$ cat src/rtl/fifo_pkg.sv
// Shared constants and types for the FIFO read-side stream stage.
package fifo_pkg;
  localparam int FIFO_WIDTH = 16;
  localparam int SKID_DEPTH = 3;

  typedef enum logic {
    BST_IDLE   = 1'b0,
    BST_ACTIVE = 1'b1
  } burst_st_e;
endpackage

$ cat src/rtl/stream_skid_buf.sv
// Three-entry circular skid buffer; head entry is always visible on head_data.
module stream_skid_buf
  import fifo_pkg::*;
#(
  parameter int WIDTH = FIFO_WIDTH
) (
  input  logic             clk,
  input  logic             rst,
  input  logic             push,
  input  logic [WIDTH-1:0] push_data,
  input  logic             pop,
  output logic [1:0]       occ,
  output logic [WIDTH-1:0] head_data
);

  logic [WIDTH-1:0] mem [SKID_DEPTH];
  logic [1:0]       head;
  logic [1:0]       tail;

  function automatic logic [1:0] ptr_inc(input logic [1:0] p);
    return (p == 2'(SKID_DEPTH - 1)) ? 2'd0 : p + 2'd1;
  endfunction

  // Storage is cleared on reset so the head reads zero until the first capture.
  always_ff @(posedge clk or posedge rst) begin
    if (rst) begin
      for (int i = 0; i < SKID_DEPTH; i++) mem[i] <= '0;
      head <= 2'd0;
      tail <= 2'd0;
      occ  <= 2'd0;
    end else begin
      if (push) begin
        mem[tail] <= push_data;
        tail      <= ptr_inc(tail);
      end
      if (pop) head <= ptr_inc(head);
      case ({push, pop})
        2'b10:   occ <= occ + 2'd1;
        2'b01:   occ <= occ - 2'd1;
        default: occ <= occ;
      endcase
    end
  end

  assign head_data = mem[head];

endmodule

$ cat src/rtl/fifo_rd_stream.sv
// FIFO read-side drain: issues reads from flags, absorbs the one-cycle read
// latency in a skid buffer and presents bursts on a valid/ready stream.
module fifo_rd_stream
  import fifo_pkg::*;
#(
  parameter int DATA_WIDTH = FIFO_WIDTH,
  parameter int BURST_LEN  = 4
) (
  input  logic                  clk,
  input  logic                  rst,
  input  logic                  enable,
  input  logic                  fifo_empty,
  input  logic                  fifo_underflow,
  input  logic [DATA_WIDTH-1:0] fifo_data_out,
  output logic                  fifo_rd_en,
  output logic                  m_valid,
  input  logic                  m_ready,
  output logic [DATA_WIDTH-1:0] m_data,
  output logic                  m_last,
  output logic                  err_underflow,
  output logic                  idle
);

  localparam int CNT_W = (BURST_LEN > 1) ? $clog2(BURST_LEN) : 1;
  localparam logic [CNT_W-1:0] LAST_CNT = CNT_W'(BURST_LEN - 1);

  logic             inflight;
  logic [1:0]       occ;
  logic [2:0]       pending;
  logic             pop;
  burst_st_e        state, state_nxt;
  logic [CNT_W-1:0] beat_cnt, beat_cnt_nxt;

  // Issue only from registered occupancy so m_ready never reaches fifo_rd_en;
  // the in-flight word is counted so it always has a slot waiting.
  assign pending    = {1'b0, occ} + {2'b00, inflight};
  assign fifo_rd_en = enable & ~fifo_empty & (pending < 3'(SKID_DEPTH)) & ~rst;

  assign m_valid = (occ != 2'd0);
  assign pop     = m_valid & m_ready;
  assign m_last  = m_valid & (beat_cnt == LAST_CNT);
  assign idle    = (occ == 2'd0) & ~inflight & fifo_empty;

  always_ff @(posedge clk or posedge rst) begin
    if (rst) inflight <= 1'b0;
    else     inflight <= fifo_rd_en;
  end

  stream_skid_buf #(
    .WIDTH (DATA_WIDTH)
  ) u_skid (
    .clk       (clk),
    .rst       (rst),
    .push      (inflight),
    .push_data (fifo_data_out),
    .pop       (pop),
    .occ       (occ),
    .head_data (m_data)
  );

  always_ff @(posedge clk or posedge rst) begin
    if (rst)                 err_underflow <= 1'b0;
    else if (fifo_underflow) err_underflow <= 1'b1;
  end

  // Burst tracking: counter holds across empty gaps so a burst resumes mid-way.
  always_ff @(posedge clk or posedge rst) begin
    if (rst) begin
      state    <= BST_IDLE;
      beat_cnt <= '0;
    end else begin
      state    <= state_nxt;
      beat_cnt <= beat_cnt_nxt;
    end
  end

  always_comb begin
    state_nxt    = state;
    beat_cnt_nxt = beat_cnt;
    case (state)
      BST_IDLE: begin
        if (pop && (BURST_LEN > 1)) begin
          state_nxt    = BST_ACTIVE;
          beat_cnt_nxt = CNT_W'(1);
        end
      end
      BST_ACTIVE: begin
        if (pop) begin
          if (beat_cnt == LAST_CNT) begin
            state_nxt    = BST_IDLE;
            beat_cnt_nxt = '0;
          end else begin
            beat_cnt_nxt = beat_cnt + CNT_W'(1);
          end
        end
      end
      default: begin
        state_nxt    = BST_IDLE;
        beat_cnt_nxt = '0;
      end
    endcase
  end

endmodule

$ cat config.mk
export PLATFORM = sky130hd
export DESIGN_NAME = fifo_rd_stream
export DESIGN_NICKNAME = d
export VERILOG_FILES = /design/src/rtl/fifo_pkg.sv /design/src/rtl/stream_skid_buf.sv /design/src/rtl/fifo_rd_stream.sv
export SDC_FILE = /design/constraint.sdc
export NUM_CORES = 1
export LEC_CHECK = 0
export CORE_MARGIN = 5
export CORE_UTILIZATION = 29
export CTS_CLUSTER_SIZE = 20
export DETAILED_ROUTE_END_ITERATION = 16
export MAX_ROUTING_LAYER = met4
export PLACE_DENSITY = 0.5
export SETUP_SLACK_MARGIN = 0.5
export SYNTH_ARGS = -nofsm -noshare
export SYNTH_HDL_FRONTEND = slang
export SYNTH_SLANG_ARGS = --single-unit
$ cat constraint.sdc
create_clock -name clk -period 6.35 [get_ports clk]
set_clock_uncertainty 0.1 [all_clocks]
set_input_delay 1.5875 -clock clk [delete_from_list [all_inputs] [get_ports clk]]
set_output_delay 1.5875 -clock clk [all_outputs]
set_load 0.01 [all_outputs]
Word level (Yosys, flattened, before mapping):

Index checks and enable logic that the tools add are counted.

* bits in registers: 59
* output and inout bits: 21
* word-level logic and storage cells: 62

* $add $sub $neg: 6
* order comparisons: 4
* equality and inequality tests: 7
* mux-type cells: 17
* bitwise operators: 13
* reductions and logical operators: 5

Operator list (count)
* 48-bit bitwise mux: 1
* 16-bit 2-to-1 mux: 3
* 16-bit binary-select mux with 2-bit select: 1
* 16-bit demux with 2-bit select: 1
* 2-bit 2-to-1 mux: 5
* 2-bit by 1-bit adder with 2-bit output (second input constant): 4
* 2-bit equality test (second input constant): 4
* 2-bit one-hot mux with 2 select lines: 2
* 1-bit bitwise AND: 7
* 3-bit >= comparator (second input constant): 2
* 2-bit NOT with 3-bit output: 2
* 2-bit by 1-bit inequality test with 1-bit output (second input constant): 2
* 1-bit NOT: 4
* 2-bit nonzero test: 2
* 2-bit by 1-bit adder with 3-bit output: 1
* 3-bit by 1-bit < comparator with 1-bit output (second input constant): 1
* 3-bit by 2-bit < comparator with 1-bit output (second input constant): 1
* 1-bit 2-to-1 mux: 3
* 2-bit by 1-bit equality test with 1-bit output (second input constant): 1
* 2-bit logical NOT: 1
* 1-bit one-hot mux with 2 select lines: 1
* 2-bit AND reduction: 1
* 2-bit by 1-bit subtractor with 2-bit output (second input constant): 1
* 1-bit logical AND: 1

Logic depth before layout (Yosys ltp):

* depth after elaboration: 6
* depth in mapped cells: 6

Modules after synthesis:

A second synthesis with hierarchy kept.

* cells, all modules: 202
* area total of the unflattened synthesis: 2687.6 um2

Modules (own cells, without submodules)
* stream_skid_buf: times used 1, cells each 178, area an instance 2413.6 um2
* fifo_rd_stream: times used 1, cells each 24, area an instance 274.0 um2

Least setup slack after synthesis:

OpenSTA, ideal clock, no wires.

* path kind: input-to-output
* from: input fifo_empty
* to: output fifo_rd_en
* arrival time: 2.489 ns
* required time: 4.662 ns
* slack: 2.173 ns
* stages on the path: 2
* buffers on the path: 0
* cells stage by stage: or4b_2 -> a21oi_1

* longest elaborated chain between the ends: 4

RTL lines
* start, declared: RTL line fifo_rd_stream.sv:12 `input logic fifo_empty,`
* 1-bit NOT: RTL line fifo_rd_stream.sv:37 `assign fifo_rd_en = enable & ~fifo_empty & (pending < 3'(SKID_DEPTH)) & ~rst;`
* 1-bit bitwise AND (3 in series): RTL line fifo_rd_stream.sv:37
* end, declared: RTL line fifo_rd_stream.sv:15 `output logic fifo_rd_en,`

No other way between the ends.

Final worst setup path:

Same ends and word-level chain as after synthesis.

==> flow_metrics.env <==
export IMPL_status="completed"
export IMPL_worst_skew_pair_late_latency_ns=0.33
export IMPL_clock_sinks=59
export IMPL_dpl_worst_slack_ns=1.26
export IMPL_synth_main_ff_cell="dfrtp_1"
export IMPL_clk_pin_slew_ns=0.06
export IMPL_yosysMostFrequentCell="dfrtp_1"
export IMPL_post_cts_setup_buffers=0
export IMPL_utilization=0.370
export IMPL_area_growth_pct=26.1
export IMPL_placed_cells=346
export IMPL_ant_nets=0
export IMPL_die_w_um=106
export IMPL_maxCapViolations=0
export IMPL_rows=35
export IMPL_crit_required_ns=4.66
export IMPL_design_core_area_um2=9110
export IMPL_via_per_inst=4.64
export IMPL_max_freq_ghz=0.197
export IMPL_setup_worst_path_class="primary input to output port"
export IMPL_syn_nets=226
export IMPL_syn_inst=200
export IMPL_start_kind="primary input"
export IMPL_switching_power_mw=0.535
export IMPL_ys_types=28
export IMPL_cts_path_max_buffers=2
export IMPL_htree_levels=3
export IMPL_cts_buffers=9
export IMPL_synth_area_leaders="dfrtp_1, mux2_2, mux2i_1, mux2_4, o21ai_0"
export IMPL_critPathCaptureType="output port"
export IMPL_synth_warnings=0
export IMPL_worst_pin_slew_ns=1.05
export IMPL_async_reset_ff_frac=1.00
export IMPL_holdBufCountCts=0
export IMPL_seq_power_share=0.404
export IMPL_p_int_mw=1.14
export IMPL_hp_class="register to register"
export IMPL_cts_tree="yes"
export IMPL_netlist_area_leader_share=0.553
export IMPL_path_max_fanout=2
export IMPL_period_minus_slack_ns=5.08
export IMPL_routedWlPerCell_um=15.7
export IMPL_drt_iter0_markers=53
export IMPL_vias=1680
export IMPL_finalSetupViolations=0
export IMPL_place_congestion=0.680
export IMPL_rsz0062_at_grt="no"
export IMPL_yosys_area_top_type="dfrtp_1"
export IMPL_wl_um=5680
export IMPL_power_density_nw_per_um2=498
export IMPL_power_leakage_nw=1.44
export IMPL_n_antenna_cell=0
export IMPL_relSlewSlack=0.300
export IMPL_instances_no_fill=362
export IMPL_die_h_um=106
export IMPL_clock_root_buffer="clkbuf_8"
export IMPL_initial_core_util=0.293
export IMPL_grt_pass1_vias=1739
export IMPL_dp_hpwl_um=3470
export IMPL_grt_max_degree=60
export IMPL_synth_yosys_seq_area_share=0.553
export IMPL_drv_slew=0
export IMPL_setup_slack_ns=1.27
export IMPL_ys_ff_latch=59
export IMPL_syn_area_per_cell_um2=13.3
export IMPL_finalCritPeriodShare=0.800
export IMPL_grt_ovfl_total=0
export IMPL_p_sw_frac=0.319
export IMPL_design_portCount=43
export IMPL_firstDrtPassIters=4
export IMPL_fin_nets=272
export IMPL_setup_tns_ns=0
export IMPL_synth_commonest_cells="dfrtp_1, mux2_2, nand2_1"
export IMPL_dieArea_um2=11200
export IMPL_hold_viol=0
export IMPL_syn_area_um2=2670
export IMPL_p_clk_frac=0.182
export IMPL_antenna_found_initial=0
export IMPL_cp_data_arrival_time_ns=3.39
export IMPL_synth_edf_count=0
export IMPL_power_total_mw=1.68
export IMPL_grt_pass1_wl_um=9420
export IMPL_ir_worst_vdd_v=0.000147
export IMPL_ctsResizeCount=0
export IMPL_fill_cells=919
export IMPL_drc=0
export IMPL_port_buffers=42
export IMPL_final_layout_size_suffix_gt1_frac=0.291
export IMPL_grt_use_total=0.113
export IMPL_combinationalPowerShare=0.414
layer usage:
metal / track usage / share of wire / vias up
met5: - / 0 / -
met4: 0.0305 / 0.0084 / 0
met3: 0.0431 / 0.047 / 6
met2: 0.156 / 0.43 / 35
met1: 0.154 / 0.51 / 842
li1: - / - / 797
flip-flops by register name, summed over array words and instances (netlist names):
name / count
u_skid.mem: 48
beat_cnt: 2
u_skid.head: 2
u_skid.occ: 2
u_skid.tail: 2
err_underflow: 1
inflight: 1
state: 1
power by group through the flow:
stage               clock network (mW)  logic, mW  registers, mW
finish                           0.306      0.693          0.677
global route                     0.335      0.766          0.704
CTS                              0.319      0.710          0.678
detailed placement                   0      0.707          0.682
global placement                     0      0.700          0.680
floorplan                            0      0.449          0.641
cells by family after synthesis:
logic type,synth area share
compound gates,0.0455
xor+xnor,0.00985
fa+ha+maj,0.0188
buf+inv,0.0272
flops,0.553
mux,0.289
simple gates,0.0563
metrics by stage:
step	hold slack, ns	instance area (µm²)
5_1_grt	0.399	3370
2_1_floorplan	0.354	2670
3_3_place_gp	0.364	3190
3_5_place_dp	0.372	3190
6_report	0.372	3370
4_1_cts	0.387	3370
worst max-delay path, cell delays in order:
cell	delay, ns
clkdlybuf4s50_1	0.41
or4b_2	0.66
a21oi_1	0.18
clkdlybuf4s50_1	0.56
final timing paths:
kind	endpoint	from	slack, ns	cells after the start
max	fifo_rd_en	fifo_empty	1.27	4
min	err_underflow$_DFFE_PP0P_	err_underflow$_DFFE_PP0P_	0.37	1
max reg2reg	u_skid.head[1]$_DFFE_PP0N_	u_skid.head[0]$_DFFE_PP0N_	4.30	3
min reg2reg	err_underflow$_DFFE_PP0P_	err_underflow$_DFFE_PP0P_	0.37	1
max in group asynchronous	u_skid.mem[28]$_DFFE_PP0P_	rst	3.90	3
min in group asynchronous	beat_cnt[0]$_DFFE_PP0P_	rst	1.71	3
cells in the final DEF (no fill, tap or decap), types with 3 or more instances in the layout:
master and count:
dfrtp_1 59, clkdlybuf4s50_1 42, mux2_2 41, nand2_1 19
o21ai_0 18, mux2i_1 16, clkbuf_8 11, mux2_4 10
ha_1 4, clkbuf_1 3, buf_4 3
final cells by class:
cell class,instances,area (µm²),share of cell area
flip-flops and latches,59,1480,0.439
multi-input cells,127,1120,0.333
repair buffers,45,443,0.132
clock buffers,14,163,0.0483
well taps,111,139,0.0413
inverters,4,15.0,0.00446
clock inverters,2,10.0,0.00297
No activity file was read; power rests on OpenSTA's default activity.
